File: config.mk
export PLATFORM = sky130hd
export DESIGN_NAME = matvec_engine
export DESIGN_NICKNAME = d
export VERILOG_FILES = /design/src/rtl/matvec_pkg.sv /design/src/rtl/matvec_lane.sv /design/src/rtl/matvec_engine.sv
export SDC_FILE = /design/constraint.sdc
export NUM_CORES = 2
export LEC_CHECK = 0
export ABC_AREA = 0
export BUFFER_PORTS_ARGS = -buffer_cell sky130_fd_sc_hd__buf_2
export CAP_MARGIN = 20
export CORE_ASPECT_RATIO = 0.9
export CORE_MARGIN = 4
export CORE_UTILIZATION = 40
export DETAILED_ROUTE_END_ITERATION = 8
export PLACE_DENSITY = 0.64
export SYNTH_ARGS = -nofsm -noshare
export SYNTH_HDL_FRONTEND = slang
export SYNTH_SLANG_ARGS = --single-unit
File: constraint.sdc
create_clock -name clk -period 11.7 [get_ports clk]
set_clock_uncertainty 0.2 [all_clocks]
set_input_delay 2.34 -clock clk [delete_from_list [all_inputs] [get_ports clk]]
set_output_delay 2.34 -clock clk [all_outputs]
set_load 0.02 [all_outputs]
File: src/rtl/matvec_pkg.sv
// Shared types and sizing helpers for the matrix-vector engine.
package matvec_pkg;

    typedef enum logic [1:0] {
        IDLE    = 2'd0,
        LOAD    = 2'd1,
        COMPUTE = 2'd2,
        DONE    = 2'd3
    } state_e;

    function automatic int acc_width(input int dw, input int n_cols);
        return 2 * dw + $clog2(n_cols);
    endfunction

    // Beats in one full job: the matrix in row-major order, then the vector.
    function automatic int stream_len(input int n_rows, input int n_cols);
        return n_rows * n_cols + n_cols;
    endfunction

    function automatic int idx_width(input int n);
        return (n > 1) ? $clog2(n) : 1;
    endfunction

endpackage

File: src/rtl/matvec_lane.sv
// One MAC lane: holds one matrix row, multiplies the selected element by the
// operand arriving on the B chain and accumulates while enabled.
module matvec_lane
    import matvec_pkg::*;
#(
    parameter int N_COLS = 8,
    parameter int DW     = 8,
    parameter bit SIGNED = 1'b0,
    parameter int ACC_W  = acc_width(DW, N_COLS),
    parameter int KW     = idx_width(N_COLS)
) (
    input  logic             clk,
    input  logic             rst_n,
    input  logic             wr_en_i,
    input  logic [KW-1:0]    wr_idx_i,
    input  logic [DW-1:0]    wr_dat_i,
    input  logic [KW-1:0]    rd_idx_i,
    input  logic [DW-1:0]    b_i,
    input  logic             en_i,
    input  logic             clr_i,
    output logic [ACC_W-1:0] acc_o
);

    // Product width covers both the full 2*DW product and the accumulator,
    // so a modulo-2^PW multiply of extended operands is exact for either mode.
    localparam int PW = (ACC_W > 2 * DW) ? ACC_W : 2 * DW;

    logic [DW-1:0]    row_q [N_COLS];
    logic [DW-1:0]    a_op;
    logic [PW-1:0]    a_ext, b_ext, prod;
    logic [ACC_W-1:0] acc_q, acc_d;

    always_ff @(posedge clk or negedge rst_n) begin
        if (!rst_n) begin
            for (int i = 0; i < N_COLS; i++) row_q[i] <= '0;
        end else if (wr_en_i) begin
            row_q[wr_idx_i] <= wr_dat_i;
        end
    end

    assign a_op  = row_q[rd_idx_i];
    assign a_ext = {{(PW-DW){SIGNED && a_op[DW-1]}}, a_op};
    assign b_ext = {{(PW-DW){SIGNED && b_i[DW-1]}}, b_i};
    assign prod  = a_ext * b_ext;

    always_comb begin
        acc_d = acc_q;
        if (clr_i)     acc_d = '0;
        else if (en_i) acc_d = acc_q + prod[ACC_W-1:0];
    end

    always_ff @(posedge clk or negedge rst_n) begin
        if (!rst_n) acc_q <= '0;
        else        acc_q <= acc_d;
    end

    assign acc_o = acc_q;

endmodule

File: src/rtl/matvec_engine.sv
// Streamed matrix-vector multiply y = A*x on a skewed row of MAC lanes.
// Load: one beat per in_valid&&in_ready; compute N_ROWS+N_COLS-1 cycles; stalls on in_valid low.
module matvec_engine
    import matvec_pkg::*;
#(
    parameter int N_ROWS = 8,
    parameter int N_COLS = 8,
    parameter int DW     = 8,
    parameter bit SIGNED = 1'b0,
    parameter int ACC_W  = acc_width(DW, N_COLS)
) (
    input  logic                         clk,
    input  logic                         rst_n,
    input  logic                         start,
    input  logic                         reuse_a,
    input  logic                         clr,
    input  logic                         in_valid,
    input  logic [DW-1:0]                in_data,
    output logic                         in_ready,
    output logic                         busy,
    output logic                         done,
    output logic                         a_valid,
    output logic [N_ROWS-1:0][ACC_W-1:0] results
);

    localparam int NA    = N_ROWS * N_COLS;
    localparam int TOTAL = stream_len(N_ROWS, N_COLS);
    localparam int STEPS = N_ROWS + N_COLS - 1;
    localparam int CW    = $clog2(TOTAL + 1);
    localparam int RW    = $clog2(N_ROWS + 1);
    localparam int KW    = idx_width(N_COLS);
    localparam int TW    = $clog2(STEPS + 1);

    state_e          state_q, state_d;
    logic [CW-1:0]   ld_cnt_q;
    logic [RW-1:0]   ld_row_q;
    logic [KW-1:0]   ld_col_q;
    logic [TW-1:0]   t_q;
    logic            a_valid_q;
    logic [DW-1:0]   x_q [N_COLS];
    logic [DW-1:0]   b_q [N_ROWS];
    logic [DW-1:0]   b0_d;
    logic            start_job, reuse_job, accept, ld_last, x_phase, col_wrap, last_step;

    assign start_job = start && !clr && (state_q == IDLE || state_q == DONE);
    assign reuse_job = reuse_a && a_valid_q;
    assign accept    = in_valid && in_ready;
    assign ld_last   = accept && (ld_cnt_q == CW'(TOTAL - 1));
    assign x_phase   = (ld_row_q == RW'(N_ROWS));
    assign col_wrap  = (ld_col_q == KW'(N_COLS - 1));
    assign last_step = (t_q == TW'(STEPS - 1));

    always_ff @(posedge clk or negedge rst_n) begin
        if (!rst_n) state_q <= IDLE;
        else        state_q <= state_d;
    end

    always_comb begin
        state_d = state_q;
        if (clr) begin
            state_d = IDLE;
        end else begin
            case (state_q)
                IDLE, DONE: if (start)     state_d = LOAD;
                LOAD:       if (ld_last)   state_d = COMPUTE;
                COMPUTE:    if (last_step) state_d = DONE;
                default:                   state_d = IDLE;
            endcase
        end
    end

    always_comb begin
        in_ready = 1'b0;
        busy     = 1'b0;
        done     = 1'b0;
        case (state_q)
            LOAD:    begin in_ready = 1'b1; busy = 1'b1; end
            COMPUTE: busy = 1'b1;
            DONE:    done = 1'b1;
            default: ;
        endcase
    end

    // Row/column track the load counter so no divider is needed for addressing.
    always_ff @(posedge clk or negedge rst_n) begin
        if (!rst_n) begin
            ld_cnt_q <= '0; ld_row_q <= '0; ld_col_q <= '0; t_q <= '0; a_valid_q <= 1'b0;
        end else if (clr) begin
            ld_cnt_q <= '0; ld_row_q <= '0; ld_col_q <= '0; t_q <= '0; a_valid_q <= 1'b0;
        end else if (start_job) begin
            t_q      <= '0;
            ld_col_q <= '0;
            if (reuse_job) begin
                ld_cnt_q <= CW'(NA);
                ld_row_q <= RW'(N_ROWS);
            end else begin
                ld_cnt_q  <= '0;
                ld_row_q  <= '0;
                a_valid_q <= 1'b0;
            end
        end else if (accept) begin
            ld_cnt_q <= ld_cnt_q + CW'(1);
            ld_col_q <= col_wrap ? '0 : ld_col_q + KW'(1);
            if (col_wrap && !x_phase) ld_row_q <= ld_row_q + RW'(1);
            if (ld_last) a_valid_q <= 1'b1;
        end else if (state_q == COMPUTE && !last_step) begin
            t_q <= t_q + TW'(1);
        end
    end

    always_ff @(posedge clk or negedge rst_n) begin
        if (!rst_n) begin
            for (int i = 0; i < N_COLS; i++) x_q[i] <= '0;
        end else if (accept && x_phase) begin
            x_q[ld_col_q] <= in_data;
        end
    end

    // b_q[0] holds x[t] during step t, so it is primed with x[0] on the last beat.
    always_comb begin
        b0_d = '0;
        if (ld_last)                         b0_d = (N_COLS == 1) ? in_data : x_q[0];
        else if (int'(t_q) + 1 < N_COLS)     b0_d = x_q[KW'(int'(t_q) + 1)];
    end

    always_ff @(posedge clk or negedge rst_n) begin
        if (!rst_n) begin
            for (int r = 0; r < N_ROWS; r++) b_q[r] <= '0;
        end else if (clr || start_job) begin
            for (int r = 0; r < N_ROWS; r++) b_q[r] <= '0;
        end else if (ld_last || state_q == COMPUTE) begin
            b_q[0] <= b0_d;
            for (int r = 1; r < N_ROWS; r++) b_q[r] <= b_q[r-1];
        end
    end

    for (genvar r = 0; r < N_ROWS; r++) begin : g_lane
        logic          lane_en;
        logic [KW-1:0] k_idx;

        assign lane_en = (state_q == COMPUTE) && (int'(t_q) >= r) && (int'(t_q) < r + N_COLS);
        assign k_idx   = KW'(int'(t_q) - r);

        matvec_lane #(
            .N_COLS (N_COLS),
            .DW     (DW),
            .SIGNED (SIGNED),
            .ACC_W  (ACC_W),
            .KW     (KW)
        ) u_lane (
            .clk      (clk),
            .rst_n    (rst_n),
            .wr_en_i  (accept && (ld_row_q == RW'(r))),
            .wr_idx_i (ld_col_q),
            .wr_dat_i (in_data),
            .rd_idx_i (k_idx),
            .b_i      (b_q[r]),
            .en_i     (lane_en),
            .clr_i    (clr || start_job),
            .acc_o    (results[r])
        );
    end

    assign a_valid = a_valid_q;

endmodule
==> flow_metrics.tcl <==
set metrics [dict create \
    hold_class "flip-flop to flip-flop" \
    grt_pass1_vias 41300 \
    drt-initial-drc-count 2506 \
    cts_setup_buffers 0 \
    ys_seq_area_frac 0.344 \
    drt_pass1_iterations 5 \
    finalPower_mw 6.83 \
    synth_area_leaders "dfrtp_1 (34%), mux2_2 (11%), fa_1 (10%)" \
    die_w_um 413 \
    hold_violations 0 \
    insertion_delay_ns 0.70 \
    max_freq_mhz 110 \
    synth_cell_type_count 91 \
    via_count 40300 \
    core_um2 146000 \
    finalWorstSetupSlack_ns 2.63 \
    routed_wl_um 146000 \
    worstSetupPathType "flip-flop to flip-flop" \
    ys_seq_elements 813 \
    slew_headroom 0.331 \
    rows 133 \
    syn_nets 6141 \
    timing.final.crit_share 0.776 \
    cts_buffers 91 \
    cts_tree "yes" \
    grt_usage 0.187 \
    tightest_slew_ns 1.00 \
    area_growth_pct 9.73 \
    grt_pass1_wl_um 233000 \
    status "finished, final reports clean" \
    p_per_area_nw_per_um2 105 \
    syn-cell-area_um2 59100 \
    cts.sinks 813 \
    io_pins 170 \
    synth-edff-count 0 \
    cts_buffer_depth 3 \
    drtAntennaViolNets 0 \
    finalMaxSlewViolations 0 \
    rsz0062_at_grt "false" \
    cp.arrival_ns 9.44 \
    wire_per_inst_um 19.4 \
    yosysWarningCount 0 \
    synth.top_cell.area_share 0.344 \
    drc 0 \
    cp-end-kind "flip-flop" \
    io_buffer_count 169 \
    fp.dieH_um 373 \
    cp.required_ns 12.06 \
    overflow 0 \
    setup_viol 0 \
    root_buffer "clkbuf_16" \
    ctsHoldBuffers 0 \
    period_needed_ns 9.07 \
    h-tree-depth 3 \
    fin_hold_ws_ns 0.299 \
    crit_path_max_fanout 49 \
    drive_gt1_frac 0.219 \
    antenna_found_initial 4 \
    clk_pin_slew_ns 0.06 \
    async_reset_ff_frac 1.00 \
    synth_top_area_cell "dfrtp_1" \
    start_kind "flip-flop" \
    synth_ff_type "dfrtp_1" \
    die_area_um2 154000 \
    gp_congestion 0.853 \
    viasPerCell 5.38 \
    synth.avg_cell_area_um2 11.0 \
    start_util 0.404 \
    leakagePower_nw 31.7 \
    post-place-ws_ns 2.57 \
    finalSetupTns_ns 0 \
    finalNetCount 6218 \
    vdd_drop_max_uv 104 \
    cts_resized 0 \
    synth_cells 5392 \
    maxCapViolations 0 \
    hpwl_um 103000 \
    grt_max_degree 179 \
]
placed cells by master (no fill, tap or decap), types with 20 or more instances in the layout:
cell type  instances
a211oi_1          33
a21o_1            55
a21oi_1          296
a31oi_1           20
and2_1            26
and3_1            23
buf_2            168
buf_4             38
clkbuf_16         92
dfrtp_1          811
fa_1             296
ha_1             438
inv_1            487
mux2_2           584
mux2i_2           49
mux4_2           144
nand2_1          409
nand2b_1         126
nand3_1           75
nand4_1           24
nor2_1           152
nor2b_1          434
nor3_1            36
o211ai_1          23
o21a_1            27
o21ai_0          135
o21bai_1          20
xnor2_1          127
xor2_1            62
routing by layer:
layer	wire, um	vias to the layer above	GRT usage
met5	34	-	0
li1	-	18700	-
met3	6270	168	0.0294
met2	69100	729	0.307
met1	67000	20700	0.261
met4	3210	6	0.0463
cells in the mapped netlist, types with 13 or more instances:
cell      number
a21oi_1      297
o21ai_0      135
o21bai_1      20
inv_1        487
dfrtp_1      813
mux2i_1       13
clkbuf_1     155
a31oi_1       20
nor2_1       153
or4_1         13
buf_1         19
ha_1         439
a21o_1        55
fa_1         296
xor2_1        62
o21a_1        27
and3_1        23
nand4_1       24
and2_1        26
o211ai_1      23
mux2_2       584
nor3_1        36
a211oi_1      33
mux2i_2       49
nand3_1       75
buf_2         45
mux4_2       144
a22o_1        13
or3_1         16
nand2b_1     128
nor2b_1      434
xnor2_1      127
nand2_1      409
o31ai_1       15
critical path: stages, from the launching register on:
cell and delay, ns:
dfrtp_4 1.05, inv_1 0.27, ha_4 0.88, buf_4 0.58
mux4_2 0.41, mux2i_2 0.48, nor2b_1 0.14, fa_1 0.52
fa_1 0.51, fa_1 0.49, inv_1 0.05, fa_1 0.47
inv_1 0.04, ha_1 0.30, or2_2 0.32, o31ai_1 0.07
a21oi_1 0.11, a21o_1 0.20, a21oi_1 0.17, xnor2_1 0.18
ha_1 0.31, a21oi_1 0.23, o21ai_0 0.13, a21o_1 0.20
a221oi_2 0.32, a21oi_1 0.13, mux2i_1 0.12
sequential cells by signal (all words and copies together) (netlist names):
signal and flops:
state_q 2, a_valid 1, ld_row_q 4, t_q 4
ld_col_q 3, x_q 64, g_lane.u_lane.acc_o 152, b_q 64
g_lane.u_lane.row_q 512, ld_cnt_q 7
final timing paths:
check / from / end / slack, ns / cells after the start
max: t_q[0] / g_lane[3].u_lane.acc_o[17] / 2.63 / 26
min: g_lane[4].u_lane.row_q[6] / g_lane[4].u_lane.row_q[6] / 0.30 / 1
max reg2reg: t_q[0] / g_lane[3].u_lane.acc_o[17] / 2.63 / 26
min reg2reg: g_lane[4].u_lane.row_q[6] / g_lane[4].u_lane.row_q[6] / 0.30 / 1
max in group asynchronous: rst_n / g_lane[0].u_lane.row_q[21] / 7.55 / 4
min in group asynchronous: rst_n / g_lane[6].u_lane.acc_o[6] / 1.49 / 1
cells by family after synthesis:
family | count (synthesis) | synth area share
DFF | 813 | 0.344
muxes | 800 | 0.184
AOI/OAI and AO/OA | 755 | 0.0814
xor gates and xnor gates | 191 | 0.0288
buffers and inverters | 717 | 0.0474
adders and majority gates | 735 | 0.193
and+or+nand+nor | 1381 | 0.121
power breakdown:
part	internal, mW	switching [mW]
combinational	0.350	0.710
clock	1.61	1.24
sequential	2.85	0.0651
total	4.81	2.02
area by class of cell:
cell class	instances	area, um^2
Fill cell	13700	81600
Clock buffer	122	2540
Sequential cell	813	20400
Clock inverter	36	393
Multi-Input combinational cell	3862	36000
Timing Repair Buffer	213	1250
Antenna cell	1	2.50
Tap cell	1957	2450
Inverter	488	1830
through the flow:
stage | utilization | cells | instance area (um^2)
final | 0.443 | 7492 | 64900
after global routing | 0.443 | 7491 | 64900
after CTS | 0.443 | 7488 | 64800
after detailed placement | 0.422 | 7330 | 61900
after global placement | 0.422 | 7329 | 61900
after floorplan | - | 5392 | 59100
Note: power is estimated with default switching activity, not from simulation.
